**src/rtl/tap_pkg.sv**
```systemverilog
// Shared TAP definitions for the controller and the instruction decoder.
//   tap_state_t    : 4-bit encoding of the 16 IEEE 1149.1 TAP states
//   IR_CAPTURE_LSB : fixed pattern loaded into the IR LSBs in Capture-IR
//   BYPASS         : all-zeros instruction, sliced to instr_width by users
package tap_pkg;

   typedef enum logic [3:0] {
      ST_EX2_DR   = 4'h0,
      ST_EX1_DR   = 4'h1,
      ST_SH_DR    = 4'h2,
      ST_PAUSE_DR = 4'h3,
      ST_SEL_IR   = 4'h4,
      ST_UPD_DR   = 4'h5,
      ST_CAP_DR   = 4'h6,
      ST_SEL_DR   = 4'h7,
      ST_EX2_IR   = 4'h8,
      ST_EX1_IR   = 4'h9,
      ST_SH_IR    = 4'hA,
      ST_PAUSE_IR = 4'hB,
      ST_RTI      = 4'hC,
      ST_UPD_IR   = 4'hD,
      ST_CAP_IR   = 4'hE,
      ST_TLR      = 4'hF
   } tap_state_t;

   localparam logic [1:0]  IR_CAPTURE_LSB = 2'b01;
   localparam logic [15:0] BYPASS         = 16'h0000;

endpackage

```
**src/rtl/tap_ir_ctrl_if.sv**
```systemverilog
// Serial and strobe bundle between the TAP pins / scan chains and tap_ir_ctrl.
//   tms, tdi, dr_tdo       : driven by the master (pins and selected chain)
//   tdo, tdo_en, instr_out : driven by the slave (controller)
//   capture_dr, shift_dr, update_dr, tap_reset : state-decoded strobes
// Build option TAP_STATE_DBG_EN adds tap_state and ir_scan_err.
interface tap_ir_ctrl_if #(
   parameter int instr_width = 4
);
   logic                   tms;
   logic                   tdi;
   logic                   dr_tdo;
   logic                   tdo;
   logic                   tdo_en;
   logic [instr_width-1:0] instr_out;
   logic                   capture_dr;
   logic                   shift_dr;
   logic                   update_dr;
   logic                   tap_reset;
`ifdef TAP_STATE_DBG_EN
   logic [3:0]             tap_state;
   logic                   ir_scan_err;

   modport master (
      output tms, tdi, dr_tdo,
      input  tdo, tdo_en, instr_out, capture_dr, shift_dr, update_dr,
             tap_reset, tap_state, ir_scan_err
   );
   modport slave (
      input  tms, tdi, dr_tdo,
      output tdo, tdo_en, instr_out, capture_dr, shift_dr, update_dr,
             tap_reset, tap_state, ir_scan_err
   );
`else
   modport master (
      output tms, tdi, dr_tdo,
      input  tdo, tdo_en, instr_out, capture_dr, shift_dr, update_dr,
             tap_reset
   );
   modport slave (
      input  tms, tdi, dr_tdo,
      output tdo, tdo_en, instr_out, capture_dr, shift_dr, update_dr,
             tap_reset
   );
`endif
endinterface

```
**src/rtl/tap_fsm.sv**
```systemverilog
// IEEE 1149.1 TAP state machine: state register plus next-state logic only.
//   clk       : TCK, rising edge
//   reset     : async active-high, forces TLR
//   tms       : test mode select
//   state     : current state register
//   state_nxt : state that will be taken on the next rising edge
//
// state    | meaning
// ---------+---------------------------------------------
// TLR      | Test-Logic-Reset, test logic idle/bypass
// RTI      | Run-Test/Idle
// SEL_DR   | Select-DR-Scan
// CAP_DR   | Capture-DR, chain parallel load
// SH_DR    | Shift-DR, chain shifting tdi->dr_tdo
// EX1_DR   | Exit1-DR
// PAUSE_DR | Pause-DR, chain holds
// EX2_DR   | Exit2-DR
// UPD_DR   | Update-DR, chain parallel update
// SEL_IR   | Select-IR-Scan
// CAP_IR   | Capture-IR, IR loads capture pattern
// SH_IR    | Shift-IR, IR shifting tdi->tdo
// EX1_IR   | Exit1-IR
// PAUSE_IR | Pause-IR, IR holds
// EX2_IR   | Exit2-IR
// UPD_IR   | Update-IR, instruction latched on exit
module tap_fsm
   import tap_pkg::*;
(
   input  logic       clk,
   input  logic       reset,
   input  logic       tms,
   output tap_state_t state,
   output tap_state_t state_nxt
);

   tap_state_t state_q;
   tap_state_t state_d;

   always_ff @(posedge clk or posedge reset) begin
      if (reset) state_q <= ST_TLR;
      else       state_q <= state_d;
   end

   always_comb begin
      state_d = state_q;
      unique case (state_q)
         ST_TLR:      state_d = tms ? ST_TLR      : ST_RTI;
         ST_RTI:      state_d = tms ? ST_SEL_DR   : ST_RTI;
         ST_SEL_DR:   state_d = tms ? ST_SEL_IR   : ST_CAP_DR;
         ST_CAP_DR:   state_d = tms ? ST_EX1_DR   : ST_SH_DR;
         ST_SH_DR:    state_d = tms ? ST_EX1_DR   : ST_SH_DR;
         ST_EX1_DR:   state_d = tms ? ST_UPD_DR   : ST_PAUSE_DR;
         ST_PAUSE_DR: state_d = tms ? ST_EX2_DR   : ST_PAUSE_DR;
         ST_EX2_DR:   state_d = tms ? ST_UPD_DR   : ST_SH_DR;
         ST_UPD_DR:   state_d = tms ? ST_SEL_DR   : ST_RTI;
         ST_SEL_IR:   state_d = tms ? ST_TLR      : ST_CAP_IR;
         ST_CAP_IR:   state_d = tms ? ST_EX1_IR   : ST_SH_IR;
         ST_SH_IR:    state_d = tms ? ST_EX1_IR   : ST_SH_IR;
         ST_EX1_IR:   state_d = tms ? ST_UPD_IR   : ST_PAUSE_IR;
         ST_PAUSE_IR: state_d = tms ? ST_EX2_IR   : ST_PAUSE_IR;
         ST_EX2_IR:   state_d = tms ? ST_UPD_IR   : ST_SH_IR;
         ST_UPD_IR:   state_d = tms ? ST_SEL_DR   : ST_RTI;
         default:     state_d = ST_TLR;
      endcase
   end

   assign state     = state_q;
   assign state_nxt = state_d;

endmodule

```
**src/rtl/tap_ir_ctrl.sv**
```systemverilog
// TAP controller plus instruction register, feeding the instruction decoder.
//   clk   : TCK, all state updates on the rising edge
//   reset : async active-high, forces TLR and the bypass instruction
//   tap   : tap_ir_ctrl_if slave modport
//             in : tms, tdi, dr_tdo
//             out: tdo, tdo_en, instr_out, capture_dr, shift_dr, update_dr,
//                  tap_reset
// Build option TAP_STATE_DBG_EN adds tap_state (current encoding) and the
// sticky ir_scan_err flag backed by a 5-bit saturating shift counter.
module tap_ir_ctrl
   import tap_pkg::*;
#(
   parameter int instr_width = 4
) (
   input  logic         clk,
   input  logic         reset,
   tap_ir_ctrl_if.slave tap
);

   localparam logic [instr_width-1:0] INSTR_BYPASS = BYPASS[instr_width-1:0];
   localparam logic [instr_width-1:0] IR_CAPTURE   =
      {{(instr_width-2){1'b0}}, IR_CAPTURE_LSB};

   tap_state_t state_q;
   tap_state_t state_nxt;

   logic [instr_width-1:0] ir_shift_q, ir_shift_d;
   logic [instr_width-1:0] instr_q,    instr_d;
   logic                   tdo;

   tap_fsm u_fsm (
      .clk       (clk),
      .reset     (reset),
      .tms       (tap.tms),
      .state     (state_q),
      .state_nxt (state_nxt)
   );

   always_ff @(posedge clk or posedge reset) begin
      if (reset) begin
         ir_shift_q <= '0;
         instr_q    <= INSTR_BYPASS;
      end else begin
         ir_shift_q <= ir_shift_d;
         instr_q    <= instr_d;
      end
   end

   always_comb begin
      ir_shift_d = ir_shift_q;
      instr_d    = instr_q;
      unique case (state_q)
         ST_CAP_IR: ir_shift_d = IR_CAPTURE;
         ST_SH_IR:  ir_shift_d = {tap.tdi, ir_shift_q[instr_width-1:1]};
         ST_UPD_IR: instr_d    = ir_shift_q;
         default:   ;
      endcase
      // Clear on the edge that enters TLR so the decoder sees bypass as soon
      // as the state register shows TLR, not one cycle later.
      if (state_nxt == ST_TLR) instr_d = INSTR_BYPASS;
   end

   always_comb begin
      tdo = 1'b0;
      unique case (state_q)
         ST_SH_IR: tdo = ir_shift_q[0];
         ST_SH_DR: tdo = tap.dr_tdo;
         default:  tdo = 1'b0;
      endcase
   end

   assign tap.tdo        = tdo;
   assign tap.tdo_en     = (state_q == ST_SH_IR) | (state_q == ST_SH_DR);
   assign tap.instr_out  = instr_q;
   assign tap.capture_dr = (state_q == ST_CAP_DR);
   assign tap.shift_dr   = (state_q == ST_SH_DR);
   assign tap.update_dr  = (state_q == ST_UPD_DR);
   assign tap.tap_reset  = (state_q == ST_TLR);

`ifdef TAP_STATE_DBG_EN
   localparam logic [4:0] SHIFT_TARGET = 5'(instr_width);

   logic [4:0] shift_cnt_q, shift_cnt_d;
   logic       scan_err_q,  scan_err_d;

   always_ff @(posedge clk or posedge reset) begin
      if (reset) begin
         shift_cnt_q <= '0;
         scan_err_q  <= 1'b0;
      end else begin
         shift_cnt_q <= shift_cnt_d;
         scan_err_q  <= scan_err_d;
      end
   end

   always_comb begin
      shift_cnt_d = shift_cnt_q;
      scan_err_d  = scan_err_q;
      if (state_q == ST_CAP_IR) begin
         shift_cnt_d = '0;
      end else if (state_q == ST_SH_IR && shift_cnt_q != 5'd31) begin
         shift_cnt_d = shift_cnt_q + 5'd1;
      end
      if (state_q == ST_TLR) begin
         scan_err_d = 1'b0;
      end else if (state_q == ST_UPD_IR && shift_cnt_q != SHIFT_TARGET) begin
         scan_err_d = 1'b1;
      end
   end

   assign tap.tap_state   = state_q;
   assign tap.ir_scan_err = scan_err_q;
`endif

endmodule

```
**src/flat_wrapper.sv**
```systemverilog
// flat-port wrapper written by rule: the top's interface ports become plain ports
module tap_ir_ctrl_flat import tap_pkg::*;
#(
   parameter int instr_width = 4
)
  (clk, reset, tap_tms, tap_tdi, tap_dr_tdo, tap_tdo, tap_tdo_en, tap_instr_out, tap_capture_dr, tap_shift_dr, tap_update_dr, tap_tap_reset);
  tap_ir_ctrl_if #(.instr_width(instr_width)) tap_i ();
  input  logic clk;
  input  logic reset;
  input wire logic [$bits(tap_i.tms)-1:0] tap_tms;
  input wire logic [$bits(tap_i.tdi)-1:0] tap_tdi;
  input wire logic [$bits(tap_i.dr_tdo)-1:0] tap_dr_tdo;
  output wire logic [$bits(tap_i.tdo)-1:0] tap_tdo;
  output wire logic [$bits(tap_i.tdo_en)-1:0] tap_tdo_en;
  output wire logic [$bits(tap_i.instr_out)-1:0] tap_instr_out;
  output wire logic [$bits(tap_i.capture_dr)-1:0] tap_capture_dr;
  output wire logic [$bits(tap_i.shift_dr)-1:0] tap_shift_dr;
  output wire logic [$bits(tap_i.update_dr)-1:0] tap_update_dr;
  output wire logic [$bits(tap_i.tap_reset)-1:0] tap_tap_reset;
  assign tap_i.tms = tap_tms;
  assign tap_i.tdi = tap_tdi;
  assign tap_i.dr_tdo = tap_dr_tdo;
  assign tap_tdo = tap_i.tdo;
  assign tap_tdo_en = tap_i.tdo_en;
  assign tap_instr_out = tap_i.instr_out;
  assign tap_capture_dr = tap_i.capture_dr;
  assign tap_shift_dr = tap_i.shift_dr;
  assign tap_update_dr = tap_i.update_dr;
  assign tap_tap_reset = tap_i.tap_reset;
  tap_ir_ctrl #(.instr_width(instr_width)) u_core (.clk(clk), .reset(reset), .tap(tap_i));
endmodule
```
**config.mk**
```make
export PLATFORM = sky130hd
export DESIGN_NAME = tap_ir_ctrl_flat
export DESIGN_NICKNAME = d
export VERILOG_FILES = /design/src/rtl/tap_pkg.sv /design/src/rtl/tap_ir_ctrl_if.sv /design/src/rtl/tap_fsm.sv /design/src/rtl/tap_ir_ctrl.sv /design/src/flat_wrapper.sv
export SDC_FILE = /design/constraint.sdc
export NUM_CORES = 1
export LEC_CHECK = 0
export ABC_CLOCK_PERIOD_IN_PS = 2700
export CAP_MARGIN = 40
export CORE_AREA = 2 2 39 41
export CTS_CLUSTER_SIZE = 40
export DETAILED_ROUTE_END_ITERATION = 16
export DIE_AREA = 0 0 41 43
export PLACE_DENSITY_LB_ADDON = 0.15
export SYNTH_ARGS = -nofsm -noshare
export SYNTH_HDL_FRONTEND = slang
export SYNTH_SLANG_ARGS = --single-unit
```
**constraint.sdc**
```tcl
create_clock -name clk -period 2.7 [get_ports clk]
set_input_delay 0.27 -clock clk [delete_from_list [all_inputs] [get_ports clk]]
set_output_delay 0.27 -clock clk [all_outputs]
set_load 0.01 [all_outputs]
```
==> results of run 1 <==
-- worst max-delay path, delay by kind of cell, from the launching register on --
kind | cells | cell delay, ns
buffers and inverters | 2 | 0.75
DFF | 1 | 0.63
and+or+nand+nor | 1 | 0.31
-- layout make-up --
type	instances	area, um^2
flip-flops and latches	12	305
fillers	134	586
multi-input cells	48	285
well taps	16	20.0
inverters	3	11.3
clock buffers	4	36.3
repair buffers	14	140
-- metal layers --
layer | global-route usage (%) | up-vias | wire length, um
met1 | 23.6 | 236 | 515
met2 | 24.4 | 9 | 569
met3 | 9.95 | 2 | 63
li1 | - | 256 | -
met4 | 6.00 | 0 | 10
met5 | 0 | - | 0
-- kinds of logic (layout without fill, tap and decap cells) --
group	count (synthesis)	after routing	share of synthesized area, %
multiplexers	6	6	9.86
AO/OA/AOI/OAI	13	13	13.1
AND/OR/NAND/NOR	29	29	22.9
flip-flops	12	12	49.1
buffers and inverters	7	21	5.03
-- sequential cells by signal, indices dropped and copies added (netlist names) --
register / count
u_core.tap.instr_out: 4
u_core.ir_shift_q: 4
u_core.u_fsm.state: 4
-- per-stage QoR --
step                total power, W  setup WS [ns]  hold slack [ns]
floorplan                 0.000615           1.32            0.132
CTS                       0.000893          0.420            0.306
global placement          0.000739          0.809            0.499
finish                    0.000881          0.471            0.290
global route              0.000967          0.335            0.325
detailed placement        0.000752          0.758            0.503
-- power groups by stage --
stage	logic (W)	clock network (W)	registers [W]
floorplan	0.000286	0	0.000329
global placement	0.000345	0	0.000395
detailed placement	0.000351	0	0.000402
CTS	0.000353	0.000141	0.000398
global route	0.000392	0.000156	0.000420
finish	0.000346	0.000137	0.000397
-- cells in the final DEF (no fill, tap or decap) --
master and n:
sky130_fd_sc_hd__clkdlybuf4s50_1 14, sky130_fd_sc_hd__nand2_1 11, sky130_fd_sc_hd__nor2_1 8, sky130_fd_sc_hd__dfrtp_1 8, sky130_fd_sc_hd__o21ai_0 6, sky130_fd_sc_hd__mux2i_1 5
sky130_fd_sc_hd__dfstp_2 4, sky130_fd_sc_hd__inv_1 3, sky130_fd_sc_hd__nor3_1 3, sky130_fd_sc_hd__clkbuf_4 3, sky130_fd_sc_hd__a21oi_1 2, sky130_fd_sc_hd__or3_1 1
sky130_fd_sc_hd__nand3_1 1, sky130_fd_sc_hd__a21oi_2 1, sky130_fd_sc_hd__nand4b_2 1, sky130_fd_sc_hd__nor4b_1 1, sky130_fd_sc_hd__nand2b_1 1, sky130_fd_sc_hd__a41oi_1 1
sky130_fd_sc_hd__nor3b_1 1, sky130_fd_sc_hd__a21boi_0 1, sky130_fd_sc_hd__a21o_1 1, sky130_fd_sc_hd__o221ai_1 1, sky130_fd_sc_hd__mux2_2 1, sky130_fd_sc_hd__nand3b_1 1
sky130_fd_sc_hd__clkbuf_8 1
-- worst max-delay path by stage --
stage                         end  slack [ns]
global route        tap_update_dr        0.33
floorplan           tap_update_dr        1.32
detailed placement  tap_update_dr        0.76
CTS                 tap_update_dr        0.42
finish              tap_update_dr        0.47
global placement    tap_update_dr        0.81
==> flow_metrics.env, run 1 <==
export IMPL_utilization_pct=57.7
export IMPL_leakagePower_nw=0.364
export IMPL_vdd_ir_drop_max_v=0.000571
export IMPL_route_detailed_vias_per_inst=5.19
export IMPL_clock_power_share_pct=15.6
export IMPL_post_cts_resize_count=0
export IMPL_cts_hold_repair_buffers=0
export IMPL_worst_slew_margin_rel_pct=71.6
export IMPL_fin_skew_ns=0.00411
export IMPL_die_height_um=43
export IMPL_place_gp_congestion=0.795
export IMPL_timing_critical_path_slowest_cell_delay_ns=0.63
export IMPL_cts_tree="built"
export IMPL_die_area_mm2=0.00176
export IMPL_min_period_ns=2.23
export IMPL_rsz0062_at_grt="no"
export IMPL_dr_first_iter_drc_count=7
export IMPL_antenna_diode_count=0
export IMPL_largest_net_degree_at_the_start_of_global_routing=14
export IMPL_critical_path_slowest_cell="sky130_fd_sc_hd__dfstp_2"
export IMPL_netlist_top_cell_by_area="sky130_fd_sc_hd__dfrtp_1"
export IMPL_worstHoldPathType="in2async"
export IMPL_synthTopCellsByCount="sky130_fd_sc_hd__nand2_1, sky130_fd_sc_hd__dfrtp_1, sky130_fd_sc_hd__nor2_1, sky130_fd_sc_hd__o21ai_0, sky130_fd_sc_hd__mux2i_1"
export IMPL_setup_worst_path_end_class="output pin"
export IMPL_worst_path_max_fanout=11
export IMPL_htreeDepth=1
export IMPL_pwr_density_cell_mw_per_mm2=1100
export IMPL_coreArea_mm2=0.00138
export IMPL_tritoncts_num_buffers=3
export IMPL_via_count_of_the_first_global_routing_pass=442
export IMPL_syn_instance_count=67
export IMPL_stdcell_count=97
export IMPL_crit_path_start_kind="flip-flop"
export IMPL_via_count=503
export IMPL_critical_path_required_ns=2.43
export IMPL_mappedNetlistArea_um2=622
export IMPL_worst_endpoint_arrival_ns=1.96
export IMPL_ios=15
export IMPL_start_util_pct=44.9
export IMPL_synth_edf_count=0
export IMPL_site_row_count=14
export IMPL_wl_mm=1.16
export IMPL_clock_root_buffer="sky130_fd_sc_hd__clkbuf_4"
export IMPL_power_switching_share_pct=37.8
export IMPL_synthesis_yosys_warnings=0
export IMPL_final_nets=87
export IMPL_number_of_distinct_library_cells_after_synthesis=23
export IMPL_worst_reg2reg_path_length_in_cells=3
export IMPL_fin_setup_tns_ns=0
export IMPL_timing_final_crit_share_pct=82.6
export IMPL_drive_gt1_share_pct=13.6
export IMPL_synth_seq_cells=12
export IMPL_clock_sinks=12
export IMPL_comb_power_share_pct=39.3
export IMPL_synth_most_common_cell="sky130_fd_sc_hd__nand2_1"
export IMPL_grt_antenna_before_repair=0
export IMPL_yosys_top_cells_area="sky130_fd_sc_hd__dfrtp_1, sky130_fd_sc_hd__dfstp_2, sky130_fd_sc_hd__mux2i_1"
export IMPL_stdcell_area_um2=798
export IMPL_cts_setup_buffers=0
export IMPL_p_int_w=0.000548
export IMPL_synthesis_nets=72
export IMPL_detailedRoute_firstPassIterationCount=4
export IMPL_critPathLaunch="u_core.u_fsm.state[2]"
export IMPL_clk_insertion_delay_late_ns=0.27
export IMPL_synthToLayoutAreaGrowth_pct=28.4
export IMPL_die_width_um=41
export IMPL_finalHoldViolations=0
export IMPL_gr_total_overflow=0
export IMPL_postSynthAreaPerCell_um2=9.28
export IMPL_grt_pass1_wl_mm=2.08
export IMPL_synth_largest_type_area_fraction_pct=32.2
export IMPL_crit_reg2reg_capture="u_core.u_fsm.state[3]"
export IMPL_seq_power_share_pct=45.1
export IMPL_cp_cell_sequence="inv_1 > nor4b_1 > clkdlybuf4s50_1"
export IMPL_timing_final_setup_violations=0
export IMPL_outcome="finished, final reports clean"
export IMPL_worst_r2r_setup_slack_ns=1.36
export IMPL_p_sw_w=0.000333
export IMPL_worst_slew_pin_slew_ns=0.426
export IMPL_max_cap_violations=0
export IMPL_average_wire_per_cell_in_the_routed_design_um=11.9
export IMPL_buffer_ports_inserted=14
export IMPL_final_max_slew_violation_count=0
export IMPL_placement_cell_area_um2=762
export IMPL_synth_yosys_seq_area_share_pct=49.1
export IMPL_cts_path_max_buffers=2
export IMPL_clock_pin_slew_reported_for_the_worst_setup_and_hold_paths_after_clock_tree_synthesis_ns=0.07
export IMPL_synth_ff_type="sky130_fd_sc_hd__dfrtp_1"
export IMPL_final_antenna_net_count=0
export IMPL_postSynth_asyncResetShare_pct=100
export IMPL_global_route_usage_total_pct=17.9
export IMPL_hpwlAfterDp_um=852
export IMPL_type_of_the_worst_setup_path="reg2out"
export IMPL_critical_path_reg2reg_startpoint="u_core.u_fsm.state[2]"
export IMPL_placedCellCount=93
export IMPL_drc_errors=0
export IMPL_clock_fmax_mhz=449
Note: power is estimated with default switching activity, not from simulation.
==> run 2, diff against run 1 <==
ABC_CLOCK_PERIOD_IN_PS = 2000   (was 2700)
CORE_AREA = default   (was 2 2 39 41)
CORE_MARGIN = 2   (was default)
CORE_UTILIZATION = 42   (was default)
DIE_AREA = default   (was 0 0 41 43)
clock period = 2 ns   (was 2.7 ns; I/O delays follow)
==> run 2 against run 1 <==
Largest power group is now combinational logic. Design area increased by 5.3%. Setup slack got worse by 0.37 ns. Global-route usage decreased by 1.6 points. First-iteration DRC count decreased by 43%.
==> flow_metrics.env, run 2 (synthesized netlist as in run 1, its figures left out) <==
export IMPL_antenna_diode_count=0
export IMPL_fin_setup_tns_ns=0
export IMPL_stdcell_area_um2=841
export IMPL_clock_pin_slew_reported_for_the_worst_setup_and_hold_paths_after_clock_tree_synthesis_ns=0.08
export IMPL_placedCellCount=93
export IMPL_setup_worst_path_end_class="output pin"
export IMPL_placement_cell_area_um2=768
export IMPL_outcome="finished, final reports clean"
export IMPL_clock_sinks=12
export IMPL_htreeDepth=1
export IMPL_worst_path_max_fanout=12
export IMPL_synthToLayoutAreaGrowth_pct=35.2
export IMPL_cts_tree="built"
export IMPL_worst_slew_pin_slew_ns=0.440
export IMPL_leakagePower_nw=0.394
export IMPL_drc_errors=0
export IMPL_final_antenna_net_count=0
export IMPL_timing_final_setup_violations=0
export IMPL_via_count_of_the_first_global_routing_pass=477
export IMPL_vdd_ir_drop_max_v=0.000861
export IMPL_gr_total_overflow=0
export IMPL_average_wire_per_cell_in_the_routed_design_um=12.6
export IMPL_stdcell_count=101
export IMPL_via_count=512
export IMPL_worst_endpoint_arrival_ns=1.70
export IMPL_final_hold_worst_slack_ns=0.218
export IMPL_finalHoldViolations=0
export IMPL_drive_gt1_share_pct=20.9
export IMPL_crit_reg2reg_capture="u_core.tap.instr_out[3]"
export IMPL_coreArea_mm2=0.00135
export IMPL_hpwlAfterDp_um=823
export IMPL_min_period_ns=1.90
export IMPL_mostFrequentLayoutCell="sky130_fd_sc_hd__clkdlybuf4s50_1"
export IMPL_pwr_density_cell_mw_per_mm2=1530
export IMPL_worst_reg2reg_path_length_in_cells=4
export IMPL_wl_mm=1.27
export IMPL_largest_net_degree_at_the_start_of_global_routing=14
export IMPL_route_detailed_vias_per_inst=5.07
export IMPL_die_width_um=42.5
export IMPL_crit_path_start_kind="flip-flop"
export IMPL_fin_skew_ns=0.0105
export IMPL_die_area_mm2=0.00180
export IMPL_worst_slew_margin_rel_pct=70.7
export IMPL_cts_hold_repair_buffers=0
export IMPL_die_height_um=42.5
export IMPL_timing_final_crit_share_pct=94.9
export IMPL_place_gp_congestion=0.748
export IMPL_clock_fmax_mhz=527
export IMPL_clk_insertion_delay_late_ns=0.27
export IMPL_critPathLaunch="u_core.u_fsm.state[1]"
export IMPL_start_util_pct=46.1
export IMPL_type_of_the_worst_setup_path="reg2out"
export IMPL_max_cap_violations=0
export IMPL_critical_path_required_ns=1.80
export IMPL_detailedRoute_firstPassIterationCount=2
export IMPL_critical_path_reg2reg_startpoint="u_core.u_fsm.state[3]"
export IMPL_grt_pass1_wl_mm=2.21
export IMPL_global_route_usage_total_pct=16.4
export IMPL_site_row_count=13
export IMPL_final_nets=92
export IMPL_cts_path_max_buffers=2
export IMPL_tritoncts_num_buffers=3
export IMPL_worst_r2r_setup_slack_ns=0.65
export IMPL_dr_first_iter_drc_count=4
export IMPL_buffer_ports_inserted=14
export IMPL_worstHoldPathType="in2async"
export IMPL_ios=15
export IMPL_critical_path_sink="tap_tap_reset"
export IMPL_grt_antenna_before_repair=0
export IMPL_clock_root_buffer="sky130_fd_sc_hd__clkbuf_4"
export IMPL_mostFrequentLayoutCells="sky130_fd_sc_hd__clkdlybuf4s50_1, sky130_fd_sc_hd__nand2_1, sky130_fd_sc_hd__nor2_1, sky130_fd_sc_hd__dfrtp_1, sky130_fd_sc_hd__o21ai_0"
export IMPL_final_max_slew_violation_count=0
run 2: area by class of cell:
type / count / area (um^2)
sequential: 12 / 305
fill: 125 / 509
multi-input combinational: 48 / 293
timing repair buffer: 19 / 176
inverter: 3 / 11.3
clock buffer: 4 / 36.3
tap: 15 / 18.8
run 2: worst min-delay path by stage:
stage	start	endpoint	slack [ns]
5_1_grt	reset	u_core.ir_shift_q[2]	0.24
3_3_place_gp	u_core.ir_shift_q[0]	u_core.ir_shift_q[0]	0.49
3_5_place_dp	u_core.ir_shift_q[2]	u_core.ir_shift_q[2]	0.50
2_1_floorplan	reset	u_core.ir_shift_q[0]	0.06
6_report	reset	u_core.tap.instr_out[2]	0.22
4_1_cts	reset	u_core.ir_shift_q[2]	0.23
run 2: layer usage:
metal	share of wire (%)	vias to the layer above	track usage [%]
li1	-	269	-
met1	49	232	22.2
met2	46	11	24.6
met3	5.5	0	6.47
met4	0	0	3.75
met5	0	-	0
run 2: what timing repair did:
action | in CTS | in global routing
endpoints found under the setup margin | 4 | 4
pin swaps | 0 | 0
endpoints found under the hold margin | 0 | 0
gates resized for setup | 1 | 2
setup buffers | 1 | 3
run 2: worst max-delay path: stages (launching register included):
cell and delay, ns:
sky130_fd_sc_hd__dfstp_2 0.55, sky130_fd_sc_hd__buf_4 0.17, sky130_fd_sc_hd__nand2_1 0.06, sky130_fd_sc_hd__nor2_1 0.10, sky130_fd_sc_hd__clkdlybuf4s50_1 0.54
run 2: power breakdown:
part           switching, W  internal (W)  total (W)
Clock             0.0000769      0.000111   0.000188
Sequential        0.0000985      0.000375   0.000473
Combinational      0.000312      0.000313   0.000625
Total              0.000487      0.000799    0.00129
run 2: through the flow:
stage          util, %  worst slack [ns]  total power, W
2_1_floorplan        -             0.686        0.000830
3_3_place_gp      56.9             0.293         0.00101
3_5_place_dp      56.9             0.231         0.00103
4_1_cts           60.1            0.0660         0.00123
5_1_grt           62.3          -0.00234         0.00139
6_report          62.3             0.103         0.00129
